### src/rtl/npxl_vu_controller.sv
// NeoPixel (WS2812) VU-meter strip controller.
// Turns a level sample into a bar graph with a peak-hold marker, applies a
// colour mode and global brightness, and serialises the frame on one wire.
//
// Handshake: o_rdy=1 means the controller is idle. A frame starts on any cycle
// where o_rdy=1 and i_send=1; level, mode and brightness are captured on that
// cycle. i_send is ignored whenever o_rdy=0.
module npxl_vu_controller #(
    parameter int CLK_HZ           = 48_000_000,
    parameter int LEDS             = 20,
    parameter int LVL_W            = 8,
    parameter int T0H_NS           = 350,
    parameter int T1H_NS           = 700,
    parameter int TBIT_NS          = 1250,
    parameter int TRES_US          = 80,
    parameter int PEAK_HOLD_FRAMES = 30
) (
    input  logic             i_clk,
    input  logic             i_rst,
    input  logic [LVL_W-1:0] i_level,
    input  logic [1:0]       i_mode,
    input  logic [7:0]       i_bright,
    input  logic             i_send,
    output logic             o_npxl_data,
    output logic             o_rdy,
    output logic [2:0]       dbg_state
);

    // Bit timings in clock cycles, rounded up
    localparam longint NS_PER_S = 64'd1_000_000_000;
    localparam int T0H  = int'((longint'(CLK_HZ) * T0H_NS  + NS_PER_S - 1) / NS_PER_S);
    localparam int T1H  = int'((longint'(CLK_HZ) * T1H_NS  + NS_PER_S - 1) / NS_PER_S);
    localparam int TBIT = int'((longint'(CLK_HZ) * TBIT_NS + NS_PER_S - 1) / NS_PER_S);
    localparam int TRES = (CLK_HZ / 1_000_000) * TRES_US;

    localparam int CNT_MAX = (TRES > TBIT) ? TRES : TBIT;
    localparam int CNT_W   = $clog2(CNT_MAX + 1);
    localparam int IDX_W   = $clog2(LEDS + 1);
    localparam int HOLD_W  = (PEAK_HOLD_FRAMES > 0) ? $clog2(PEAK_HOLD_FRAMES + 1) : 1;
    localparam int STEP    = 255 / (LEDS - 1);

    typedef enum logic [2:0] {
        S_IDLE   = 3'd0,
        S_LOAD   = 3'd1,
        S_BIT_HI = 3'd2,
        S_BIT_LO = 3'd3,
        S_LATCH  = 3'd4
    } state_t;

    state_t              state;
    logic [CNT_W-1:0]    cnt;
    logic [IDX_W-1:0]    led_idx;
    logic [4:0]          bit_idx;
    logic [23:0]         shreg;
    logic [IDX_W-1:0]    lit_q;
    logic [IDX_W-1:0]    peak;
    logic [HOLD_W-1:0]   hold;
    logic [1:0]          mode_q;
    logic [7:0]          bright_q;
    logic                data;
    logic                rdy;

    logic [IDX_W-1:0]    lit_new;
    logic [CNT_W-1:0]    hi_len;
    logic [23:0]         next_colour;

    // Brightness scaling of one channel: (c * (bright + 1)) >> 8
    function automatic logic [7:0] scale(input logic [7:0] c, input logic [7:0] br);
        logic [15:0] p;
        p = 16'(c) * (16'(br) + 16'd1);
        return 8'(p >> 8);
    endfunction

    // Scaled GRB colour of LED k for the captured frame parameters
    function automatic logic [23:0] led_colour(input logic [IDX_W-1:0] k,
                                               input logic [IDX_W-1:0] n,
                                               input logic [IDX_W-1:0] pk,
                                               input logic [1:0]       md,
                                               input logic [7:0]       br);
        logic [7:0]  g;
        logic [7:0]  r;
        logic [7:0]  b;
        logic [31:0] kk;
        g  = 8'h00;
        r  = 8'h00;
        b  = 8'h00;
        kk = 32'(k);
        if (md == 2'd3) begin
            g = 8'hFF;
            r = 8'hFF;
            b = 8'hFF;
        end else if (k < n) begin
            case (md)
                2'd0: begin
                    if (kk * 32'd20 < 32'(LEDS * 12)) begin
                        g = 8'hFF;
                    end else if (kk * 32'd20 < 32'(LEDS * 17)) begin
                        g = 8'hFF;
                        r = 8'hFF;
                    end else begin
                        r = 8'hFF;
                    end
                end
                2'd1: b = 8'hFF;
                default: begin
                    r = 8'(32'd255 - kk * 32'(STEP));
                    b = 8'(kk * 32'(STEP));
                end
            endcase
        end else if ((pk > n) && (k == pk - IDX_W'(1))) begin
            g = 8'hFF;
            r = 8'hFF;
            b = 8'hFF;
        end
        return {scale(g, br), scale(r, br), scale(b, br)};
    endfunction

    // Lit count from the raw level, high-time of the current bit, next LED colour
    always_comb begin
        lit_new     = IDX_W'((32'(i_level) * 32'(LEDS + 1)) >> LVL_W);
        hi_len      = shreg[23] ? CNT_W'(T1H) : CNT_W'(T0H);
        next_colour = led_colour(led_idx + IDX_W'(1), lit_q, peak, mode_q, bright_q);
    end

    // Frame sequencer: capture, peak update, bit timing, latch gap
    always_ff @(posedge i_clk) begin
        if (i_rst) begin
            state    <= S_LATCH;
            cnt      <= '0;
            led_idx  <= '0;
            bit_idx  <= '0;
            shreg    <= '0;
            lit_q    <= '0;
            peak     <= '0;
            hold     <= '0;
            mode_q   <= '0;
            bright_q <= '0;
            data     <= 1'b0;
            rdy      <= 1'b0;
        end else begin
            case (state)
                S_IDLE: begin
                    if (i_send) begin
                        lit_q    <= lit_new;
                        mode_q   <= i_mode;
                        bright_q <= i_bright;
                        rdy      <= 1'b0;
                        state    <= S_LOAD;
                        if (lit_new >= peak) begin
                            peak <= lit_new;
                            hold <= HOLD_W'(PEAK_HOLD_FRAMES);
                        end else if (hold != '0) begin
                            hold <= hold - HOLD_W'(1);
                        end else begin
                            peak <= peak - IDX_W'(1);
                        end
                    end
                end
                S_LOAD: begin
                    shreg   <= led_colour('0, lit_q, peak, mode_q, bright_q);
                    led_idx <= '0;
                    bit_idx <= '0;
                    cnt     <= '0;
                    data    <= 1'b1;
                    state   <= S_BIT_HI;
                end
                S_BIT_HI: begin
                    cnt <= cnt + CNT_W'(1);
                    if (cnt == hi_len - CNT_W'(1)) begin
                        data  <= 1'b0;
                        state <= S_BIT_LO;
                    end
                end
                S_BIT_LO: begin
                    if (cnt == CNT_W'(TBIT - 1)) begin
                        cnt <= '0;
                        if (bit_idx == 5'd23) begin
                            if (led_idx == IDX_W'(LEDS - 1)) begin
                                state <= S_LATCH;
                            end else begin
                                led_idx <= led_idx + IDX_W'(1);
                                bit_idx <= '0;
                                shreg   <= next_colour;
                                data    <= 1'b1;
                                state   <= S_BIT_HI;
                            end
                        end else begin
                            bit_idx <= bit_idx + 5'd1;
                            shreg   <= {shreg[22:0], 1'b0};
                            data    <= 1'b1;
                            state   <= S_BIT_HI;
                        end
                    end else begin
                        cnt <= cnt + CNT_W'(1);
                    end
                end
                S_LATCH: begin
                    if (cnt == CNT_W'(TRES - 1)) begin
                        cnt   <= '0;
                        rdy   <= 1'b1;
                        state <= S_IDLE;
                    end else begin
                        cnt <= cnt + CNT_W'(1);
                    end
                end
                default: begin
                    cnt   <= '0;
                    data  <= 1'b0;
                    rdy   <= 1'b0;
                    state <= S_LATCH;
                end
            endcase
        end
    end

    assign o_npxl_data = data;
    assign o_rdy       = rdy;
    assign dbg_state   = state;

endmodule

### config.mk
export PLATFORM = sky130hd
export DESIGN_NAME = npxl_vu_controller
export DESIGN_NICKNAME = d
export VERILOG_FILES = /design/src/rtl/npxl_vu_controller.sv
export SDC_FILE = /design/constraint.sdc
export NUM_CORES = 1
export LEC_CHECK = 0
export BUFFER_PORTS_ARGS = -buffer_cell sky130_fd_sc_hd__clkbuf_2
export CORE_ASPECT_RATIO = 1.25
export CORE_MARGIN = 8
export CORE_UTILIZATION = 71
export CTS_BUF_LIST = sky130_fd_sc_hd__clkbuf_4 sky130_fd_sc_hd__clkbuf_8 sky130_fd_sc_hd__clkbuf_16
export CTS_CLUSTER_DIAMETER = 100
export DETAILED_ROUTE_END_ITERATION = 16
export GPL_ROUTABILITY_DRIVEN = 1
export PLACE_DENSITY_LB_ADDON = 0.25
export SYNTH_ARGS = -nofsm -noshare
export SYNTH_HDL_FRONTEND = slang
export SYNTH_SLANG_ARGS = --single-unit
### constraint.sdc
create_clock -name i_clk -period 20 [get_ports i_clk]
set_clock_uncertainty 0.2 [all_clocks]
set_input_delay 2 -clock i_clk [delete_from_list [all_inputs] [get_ports i_clk]]
set_output_delay 2 -clock i_clk [all_outputs]
set_load 0.02 [all_outputs]
# After elaboration in Yosys (flattened, before gate mapping)
# Index checks and enable logic that the tools add are counted.
[word_totals]
mem_count = 0
mem_bits_rw = 0
reg_bits = 76
rom_bits = 0
in_bits = 21
output_inout_bits = 5
elab_cells = 140
latch_bits = 0
[op_classes]
div_mod_pow = 0
n_addsub = 8
eq_ne = 20
n_mux = 64
multipliers = 9
n_lt_le_gt_ge = 6
n_reduce_logical = 19
n_bitwise = 2
shift = 0
[op_table]
columns = ["op", "n"]
rows = [
  ["2-to-1 mux 8 bit", 27],
  ["multiplier 8 x 16 -> 16 bit", 5],
  ["2-to-1 mux 24 bit", 3],
  ["2-to-1 mux 5 bit", 10],
  ["case mux 12 bit (4 select lines)", 1],
  ["case mux 24 bit (2 select lines)", 1],
  ["case mux 8 bit (2 select lines)", 2],
  ["2-to-1 mux 12 bit", 2],
  ["case mux 5 bit (2 select lines)", 2],
  ["2-to-1 mux 3 bit", 6],
  ["multiplier 8 x 9 -> 16 bit", 1],
  ["case mux 3 bit (5 select lines)", 1],
  ["inequality test 2 bit, second input constant", 7],
  ["multiplier 8 x 5 -> 13 bit, second input constant", 1],
  ["adder 12 x 1 -> 12 bit, second input constant", 1],
  ["== test 12 bit", 1],
  ["== test 12 bit, second input constant", 1],
  ["== test 12 x 6 -> 1 bit, second input constant", 1],
  ["AND reduction 3 bit", 4],
  ["AND reduction 4 bit", 3],
  ["adder 5 x 1 -> 5 bit, second input constant", 2],
  ["== test 5 bit, second input constant", 2],
  ["< comparator 10 x 8 -> 1 bit, second input constant", 1],
  ["< comparator 10 x 9 -> 1 bit, second input constant", 1],
  ["other kinds (31)", 42],
]

# Depth between registers and ports, before layout
# Gate-level depths: netlist of run 1.
[depth]
ltp_word = 13
mapped_depth = 36
mapped_depth_nobuf = 33

# Least setup slack after synthesis of run 1
# Ideal clock, no wire load.
[synth_path]
path_kind = "reg2reg"
startpoint = "register led_idx[0]"
endpoint = "register shreg[23]"
path_buffers = 3
setup_ps = 86
synth_period_minus_slack_ps = 7794
t_required_ps = 19714
setup_slack_ps = 12206
t_arrival_ps = 7508
stages_incl_launch_ff = 33
cell_sequence = "dfxtp_1 buf_6 inv_1 ha_1 clkbuf_1 inv_1 ha_1 ha_1 fa_1 xor2_1 a21oi_1 nor3_1 nor4_1 nand2b_1 clkbuf_1 nand2_1 fa_1 fa_1 inv_1 fa_1 inv_1 fa_1 inv_1 ha_1 o21a_1 o31a_1 o41a_1 a21o_1 a21o_1 a21oi_1 xnor2_1 a22oi_1 a211oi_1"
[synth_via]
elab_chain_cells = 13
elab_cells_between_ends = 21
classes_between = "add/sub: 1; mul: 2; order compare: 3; eq/ne: 3; mux: 10; reduce/logical: 2"
[synth_lines]
columns = ["element", "line_no", "text"]
rows = [
  ["from (decl)", "52", "logic [IDX_W-1:0] led_idx;"],
  ["from (signal assigned)", "181", "led_idx <= led_idx + IDX_W'(1);"],
  ["adder 5 x 1 -> 5 bit", "122", "next_colour = led_colour(led_idx + IDX_W'(1), lit_q, peak, mode_q, bright_q);"],
  ["multiplier 5 x 3 -> 8 bit", "95, 97", ""],
  ["< comparator 10 x 9 -> 1 bit", "97", "end else if (kk * 32'd20 < 32'(LEDS * 17)) begin"],
  ["2-to-1 mux 8 bit", "97", ""],
  ["2-to-1 mux 8 bit", "95", "if (kk * 32'd20 < 32'(LEDS * 12)) begin"],
  ["2-to-1 mux 8 bit", "93", "case (md)"],
  ["2-to-1 mux 8 bit", "92", "end else if (k < n) begin"],
  ["2-to-1 mux 8 bit", "88", "if (md == 2'd3) begin"],
  ["multiplier 8 x 16 -> 16 bit", "70", "p = 16'(c) * (16'(br) + 16'd1);"],
  ["2-to-1 mux 24 bit", "178", "if (led_idx == IDX_W'(LEDS - 1)) begin"],
  ["2-to-1 mux 24 bit", "177", "if (bit_idx == 5'd23) begin"],
  ["2-to-1 mux 24 bit", "175", "if (cnt == CNT_W'(TBIT - 1)) begin"],
  ["case mux 24 bit (2 select lines)", "141", "case (state)"],
  ["to (signal assigned)", "160", "shreg <= led_colour('0, lit_q, peak, mode_q, bright_q);"],
  ["to (signal assigned)", "183", "shreg <= next_colour;"],
  ["to (signal assigned)", "189", "shreg <= {shreg[22:0], 1'b0};"],
  ["to (decl)", "54", "logic [23:0] shreg;"],
]
# Several ways; a longest one is shown, not always the timed one. The select of a mux whose other input is x is not followed.
# A chain may end at the register's enable or synchronous reset.

# Worst setup path after layout of run 1
# Same ends and word-level chain as after synthesis.

==> summary.txt, run 1 <==
Run status
  – Status: completed

STA
  – Final period utilization: 43.9%
  – RSZ-0062 raised after global routing: false
  – Sum Neg Setup Slack: 0 ns
  – Final Hold Fails: 0
  – Slew Viols, Final: 0
  – Count of final setup violators: 0
  – Fmax: around 110 MHz
  – Worst-Margin Slew: 1.04 ns
  – Hold WS: 0.259 ns
  – Slew HR: 29.8%
  – Min Tclk post-route: 8.79 ns

Cells and area
  – Area occupied by registers: 1520 µm²
  – N_diodes: 0
  – Multi-input combinational cell area: 12800 µm²
  – Layout net count: 2335
  – Most common cell after layout, fill and taps aside: inv_1
  – Area delta synth->final: 4.67%
  – # fillers: 1612
  – Most frequent cells in the layout: inv_1 (338), ha_1 (249), fa_1 (220), nor2_1 (178), nand2_1 (143)
  – Layout cells sized above 1: 5.57%

Critical path
  – Worst EP required: 20.07 ns
  – WP buf/inv: 3
  – Crit-path max FO: 28
  – Critical Path Max Stage Delay: approximately 0.64 ns
  – Critical Path AT: 8.86 ns
  – Crit start category: register
  – Crit-path most repeated cell: ha_1
  – CP max-delay cell: a22oi_2
  – Cell family with the largest share of critical-path delay: compound AO/OA/AOI/OAI gates
  – Setup crit end kind: register
  – Kind of critical path: register to register

Floorplanning
  – Initial Utilization: 71.7%
  – Die width: 149 µm
  – Die footprint: 27300 µm²
  – I/O pins: 26
  – CORE AREA: 22100 µm²
  – Die height: 183 µm
  – Rows: 61

Clocking
  – Root Buffer: clkbuf_16
  – Post-CTS setup repair buffer count: 0
  – CTS Buffer Depth: 2
  – CTS H-tree depth: 3
  – Reg clk slew, reported paths: around 0.07 ns
  – Insertion delay to the later sink of the worst-skew pair: 0.35 ns
  – Sink Count: 76
  – CTS tree: built
  – Total CTS buffers: 9
  – Post-cts resize count: 0
  – CTS Hold Buffers Added: 0

Routing
  – Wire length per cell: 17.4 µm
  – DR iter-0 viols: 731
  – DRC Markers: 0
  – DRT antenna net count: 0
  – Detailed Route WL: 37.1 mm
  – Detailed-route via count: 12644
  – Drt first pass iters: 7
  – Via/cell ratio: 5.93

Yosys
  – Mapped Avg Cell Area: about 8.6 µm²
  – Post-Syn Area: 15800 µm²
  – Asr flop ratio synth: 0%
  – Ys flop type: dfxtp_1
  – Post-synth EDFFs: 0
  – Synth Net Count: 2333
  – Syn Inst Count: 1843
  – Synth Register Bits: 76
  – Part of the Yosys area used for sequential elements: 9.62%
  – Yosys warning count: 0
  – Post-synth cell types: 80

Power
  – Total Power: about 0.38 mW
  – VDD IR max: 0.0536 mV
  – Power Dens Cells: 23.1 nW/µm²
  – Static leakage: 9.18 nW

Place
  – Port bufs: 25
  – RePlAce Congestion: approximately 1.1
  – HPWL after DPL: about 30 mm

Global route
  – Largest net degree at the start of global routing: 74
  – GRT overflow: 0
  – Antenna violations before repair: 0
  – Vias in the first global route: approximately 14000
  – First-pass GRT wire length: between 60 and 70 mm
  – GRT Total Usage: 28.4%

Min path
  – HP Class: register to register

Run
  – Max Cap Viol: 0
## sequential cells by signal, summed over array words and instances (netlist names)
name	cells
cnt	12
dbg_state	3
shreg	24
o_npxl_data	1
hold	5
led_idx	5
lit_q	5
bright_q	8
mode_q	2
bit_idx	5
peak	5
o_rdy	1
## synthesized netlist by cell type, drive strengths merged, types with 3 or more instances
| cell type | n | area, µm² |
|---|---|---|
| inv | 339 | 1270 |
| ha | 249 | 3120 |
| fa | 220 | 4400 |
| nor2 | 179 | 674 |
| nand2 | 145 | 549 |
| a21oi | 100 | 534 |
| dfxtp | 76 | 1520 |
| o21ai | 65 | 333 |
| xnor2 | 57 | 499 |
| xor2 | 48 | 428 |
| clkbuf | 44 | 165 |
| nor3 | 37 | 190 |
| nand2b | 25 | 156 |
| a21o | 24 | 180 |
| nor2b | 20 | 125 |
| and2 | 19 | 119 |
| nand3 | 19 | 100 |
| o21a | 18 | 136 |
| a211oi | 17 | 138 |
| or2 | 14 | 87.6 |
| or3 | 9 | 61.3 |
| and3 | 8 | 55.1 |
| nand4 | 8 | 50.1 |
| buf | 7 | 46.3 |
| nor4 | 7 | 43.8 |
| o21bai | 7 | 52.6 |
| a211o | 6 | 52.6 |
| a221oi | 6 | 58.8 |
| a22oi | 6 | 50.1 |
| mux2i | 6 | 60.1 |
| a31oi | 5 | 31.3 |
| and4b | 5 | 50.1 |
| nor3b | 4 | 30.0 |
| o211ai | 4 | 30.0 |
| o31ai | 4 | 30.0 |
| o41ai | 4 | 61.3 |
| nor4b | 3 | 26.3 |
## power breakdown
group	internal, mW	switching [mW]
sequential	0.152	0.000663
combinational	0.0172	0.0254
clock	0.112	0.0747
total	0.281	0.101
## final timing paths
check	cells after the start	startpoint	to	slack, ns
min reg2reg	2	lit_q[3]	lit_q[3]	0.26
max reg2reg	30	led_idx[0]	shreg[23]	11.21
max	30	led_idx[0]	shreg[23]	11.21
min	2	lit_q[3]	lit_q[3]	0.26
## cell families (layout without fill, tap and decap cells)
group           Yosys count  count (layout)  synth area share, %
compound gates          286             286                 12.0
xor+xnor                105             105                 5.87
fa+ha+maj               471             471                 47.7
buf+inv                 390             397                 9.39
flops                    76              76                 9.62
mux                       8               8                0.546
simple gates            507             507                 14.9
## per-layer routing
layer / wire, µm / global-route usage, %
met1: 14000 / 31.5
met2: 18900 / 51.5
met3: 2060 / 4.41
met4: 2070 / 14.1
met5: 0 / 0
## layout make-up
class | instances | area share, %
multi-input cells | 1377 | 77.5
flip-flops and latches | 76 | 9.20
clock buffers | 10 | 1.41
clock inverters | 6 | 0.582
repair buffers | 42 | 1.53
inverters | 339 | 7.69
well taps | 283 | 2.14
## worst min-delay path, delay by kind of cell, from the launching register on
family / cells / cell delay, ns
simple gates: 1 / 0.05
flops: 1 / 0.31
compound gates: 1 / 0.05
## stage by stage
step,setup slack [ns],instances,instance area [µm²],utilization (%)
2_1_floorplan,12.21,1843,15800,-
3_3_place_gp,11.67,2117,16200,73.5
3_5_place_dp,11.38,2117,16200,73.5
4_1_cts,11.34,2133,16500,75.0
5_1_grt,10.64,2133,16500,75.0
6_report,11.21,2133,16500,75.0
(Power assumes the default switching activity.)
==> run 2, diff against run 1 <==
--- a/config.mk
+++ b/config.mk
@@ -8,7 +8,7 @@
 export BUFFER_PORTS_ARGS = -buffer_cell sky130_fd_sc_hd__clkbuf_2
 export CORE_ASPECT_RATIO = 1.25
 export CORE_MARGIN = 8
-export CORE_UTILIZATION = 71
+export CORE_UTILIZATION = 67
 export CTS_BUF_LIST = sky130_fd_sc_hd__clkbuf_4 sky130_fd_sc_hd__clkbuf_8 sky130_fd_sc_hd__clkbuf_16
 export CTS_CLUSTER_DIAMETER = 100
 export DETAILED_ROUTE_END_ITERATION = 16
==> constraint.sdc (replaced) <==
create_clock -name i_clk -period 9.1 [get_ports i_clk]
set_clock_uncertainty 0.2 [all_clocks]
set_input_delay 0.91 -clock i_clk [delete_from_list [all_inputs] [get_ports i_clk]]
set_output_delay 0.91 -clock i_clk [all_outputs]
set_load 0.02 [all_outputs]
==> summary.txt, run 2 (synthesized netlist as in run 1, its figures left out) <==
Run status
  – Status: completed

Global route
  – First-pass GRT wire length: 60.1 mm
  – Antenna violations before repair: 0
  – GRT overflow: 0
  – Largest net degree at the start of global routing: 74
  – GRT Total Usage: 25.4%
  – Vias in the first global route: 13090

Routing
  – Via/cell ratio: 5.81
  – Drt first pass iters: 6
  – DRT antenna net count: 0
  – Wire length per cell: 16.6 µm
  – DRC Markers: 0
  – DR iter-0 viols: 649
  – Detailed-route via count: 12500
  – Detailed Route WL: 35.8 mm

Floorplanning
  – Die footprint: 28800 µm²
  – I/O pins: 26
  – Die width: 153 µm
  – Rows: 63
  – CORE AREA: 23500 µm²
  – Initial Utilization: 67.3%
  – Die height: about 190 µm

STA
  – Final worst slack: 0.643 ns
  – Count of final setup violators: 0
  – Slew Viols, Final: 0
  – Slew HR: between 20% and 30%
  – RSZ-0062 raised after global routing: false
  – Worst-Margin Slew: between 1 and 1.5 ns
  – Fmax: 118 MHz
  – Min Tclk post-route: 8.46 ns
  – Final Hold Fails: 0
  – Sum Neg Setup Slack: 0 ns
  – Final period utilization: ~93%

Clocking
  – Sink Count: 76
  – Post-cts resize count: 0
  – CTS Buffer Depth: 2
  – CTS Hold Buffers Added: 0
  – Reg clk slew, reported paths: 0.07 ns
  – CTS H-tree depth: 3
  – Insertion delay to the later sink of the worst-skew pair: 0.36 ns
  – Post-CTS setup repair buffer count: 0
  – Total CTS buffers: 9
  – CTS tree: built
  – Root Buffer: clkbuf_16

Cells and area
  – # fillers: 1870
  – Area delta synth->final: 5.11%
  – Area occupied by registers: 1520 µm²
  – Register with the most flip-flops: shreg
  – Most frequent cells in the layout: inv_1 (338), ha_1 (249), fa_1 (220), nor2_1 (178), nand2_1 (143)
  – Final Util: 70.7%
  – Largest regs: shreg (24), cnt (12), bright_q (8)
  – Layout net count: roughly 2300
  – Most common cell after layout, fill and taps aside: inv_1
  – Layout cells sized above 1: 6.08%
  – Multi-input combinational cell area: 12800 µm²
  – N_diodes: 0
  – Max reg flops: 24

Critical path
  – Setup crit end kind: register
  – Reg2Reg Setup Slack: ~0.64 ns
  – Crit start category: register
  – Critical Path Max Stage Delay: 0.64 ns
  – Worst reg-to-reg path cell count: 29
  – Critical Path AT: 8.53 ns
  – Worst EP required: 9.17 ns
  – Crit-path max FO: 13
  – Reg-to-reg endpoint: shreg[23]
  – CP max-delay cell: dfxtp_1
  – Kind of critical path: register to register
  – RR Startpoint: led_idx[0]

Power
  – VDD IR max: ~0.086 mV
  – Static leakage: 9.22 nW
  – Power Dens Cells: 49.0 nW/µm²

Min path
  – HP Class: register to register
  – WHS Endpoint: shreg[17]
  – Worst Hold Launch: shreg[17]
  – WHS Path Cells: 2

Run
  – Max Cap Viol: 0

Place
  – RePlAce Congestion: 0.909
  – HPWL after DPL: 29.2 mm
  – Port bufs: 25
  – Pre-CTS WS: 0.725 ns
[run 2: critical path: cells and delay by family, from the launching register on]
family                     cells  cell delay (ns)
buffers and inverters          5             0.52
AOI/OAI and AO/OA              9             1.68
DFF                            1             0.64
and+or+nand+nor                4             0.99
xor gates and xnor gates       2             0.33
adders and majority gates      9             4.01
[run 2: report_power, final]
part / total [mW] / switching, mW / internal [mW]
Combinational: 0.0914 / 0.0541 / 0.0373
Clock: 0.387 / 0.167 / 0.220
Sequential: 0.335 / 0.00147 / 0.334
[run 2: worst max path at each step]
| stage | from | end | slack (ns) |
|---|---|---|---|
| after floorplan | led_idx[0] | shreg[23] | 1.31 |
| after global placement | led_idx[0] | shreg[23] | 0.97 |
| after detailed placement | led_idx[0] | shreg[23] | 0.73 |
| after CTS | led_idx[0] | shreg[23] | 0.68 |
| after global routing | led_idx[0] | shreg[23] | 0.12 |
| final | led_idx[0] | shreg[23] | 0.64 |
[run 2: through the flow]
| step | hold WS [ns] | cells | power (mW) | area [µm²] |
|---|---|---|---|---|
| finish | 0.262 | 2152 | 0.813 | 16600 |
| floorplan | 0.232 | 1843 | 0.413 | 15800 |
| CTS | 0.266 | 2152 | 0.817 | 16600 |
| global route | 0.284 | 2152 | 0.843 | 16600 |
| global placement | 0.243 | 2136 | 0.430 | 16300 |
| detailed placement | 0.253 | 2136 | 0.434 | 16300 |
[run 2: layout make-up]
| type | count | area share [%] |
|---|---|---|
| clock buffers | 9 | 1.36 |
| clock inverters | 7 | 0.527 |
| inverters | 339 | 7.66 |
| multi-input cells | 1377 | 77.1 |
| flip-flops and latches | 76 | 9.16 |
| well taps | 292 | 2.20 |
| repair buffers | 52 | 1.97 |
[run 2: routing by layer]
layer,global-route usage [%],wire (µm),up-vias
met3,3.36,1510,100
met1,28.1,14000,6151
met4,10.1,1310,0
li1,-,-,5961
met2,48.0,18900,288
met5,0,0,-
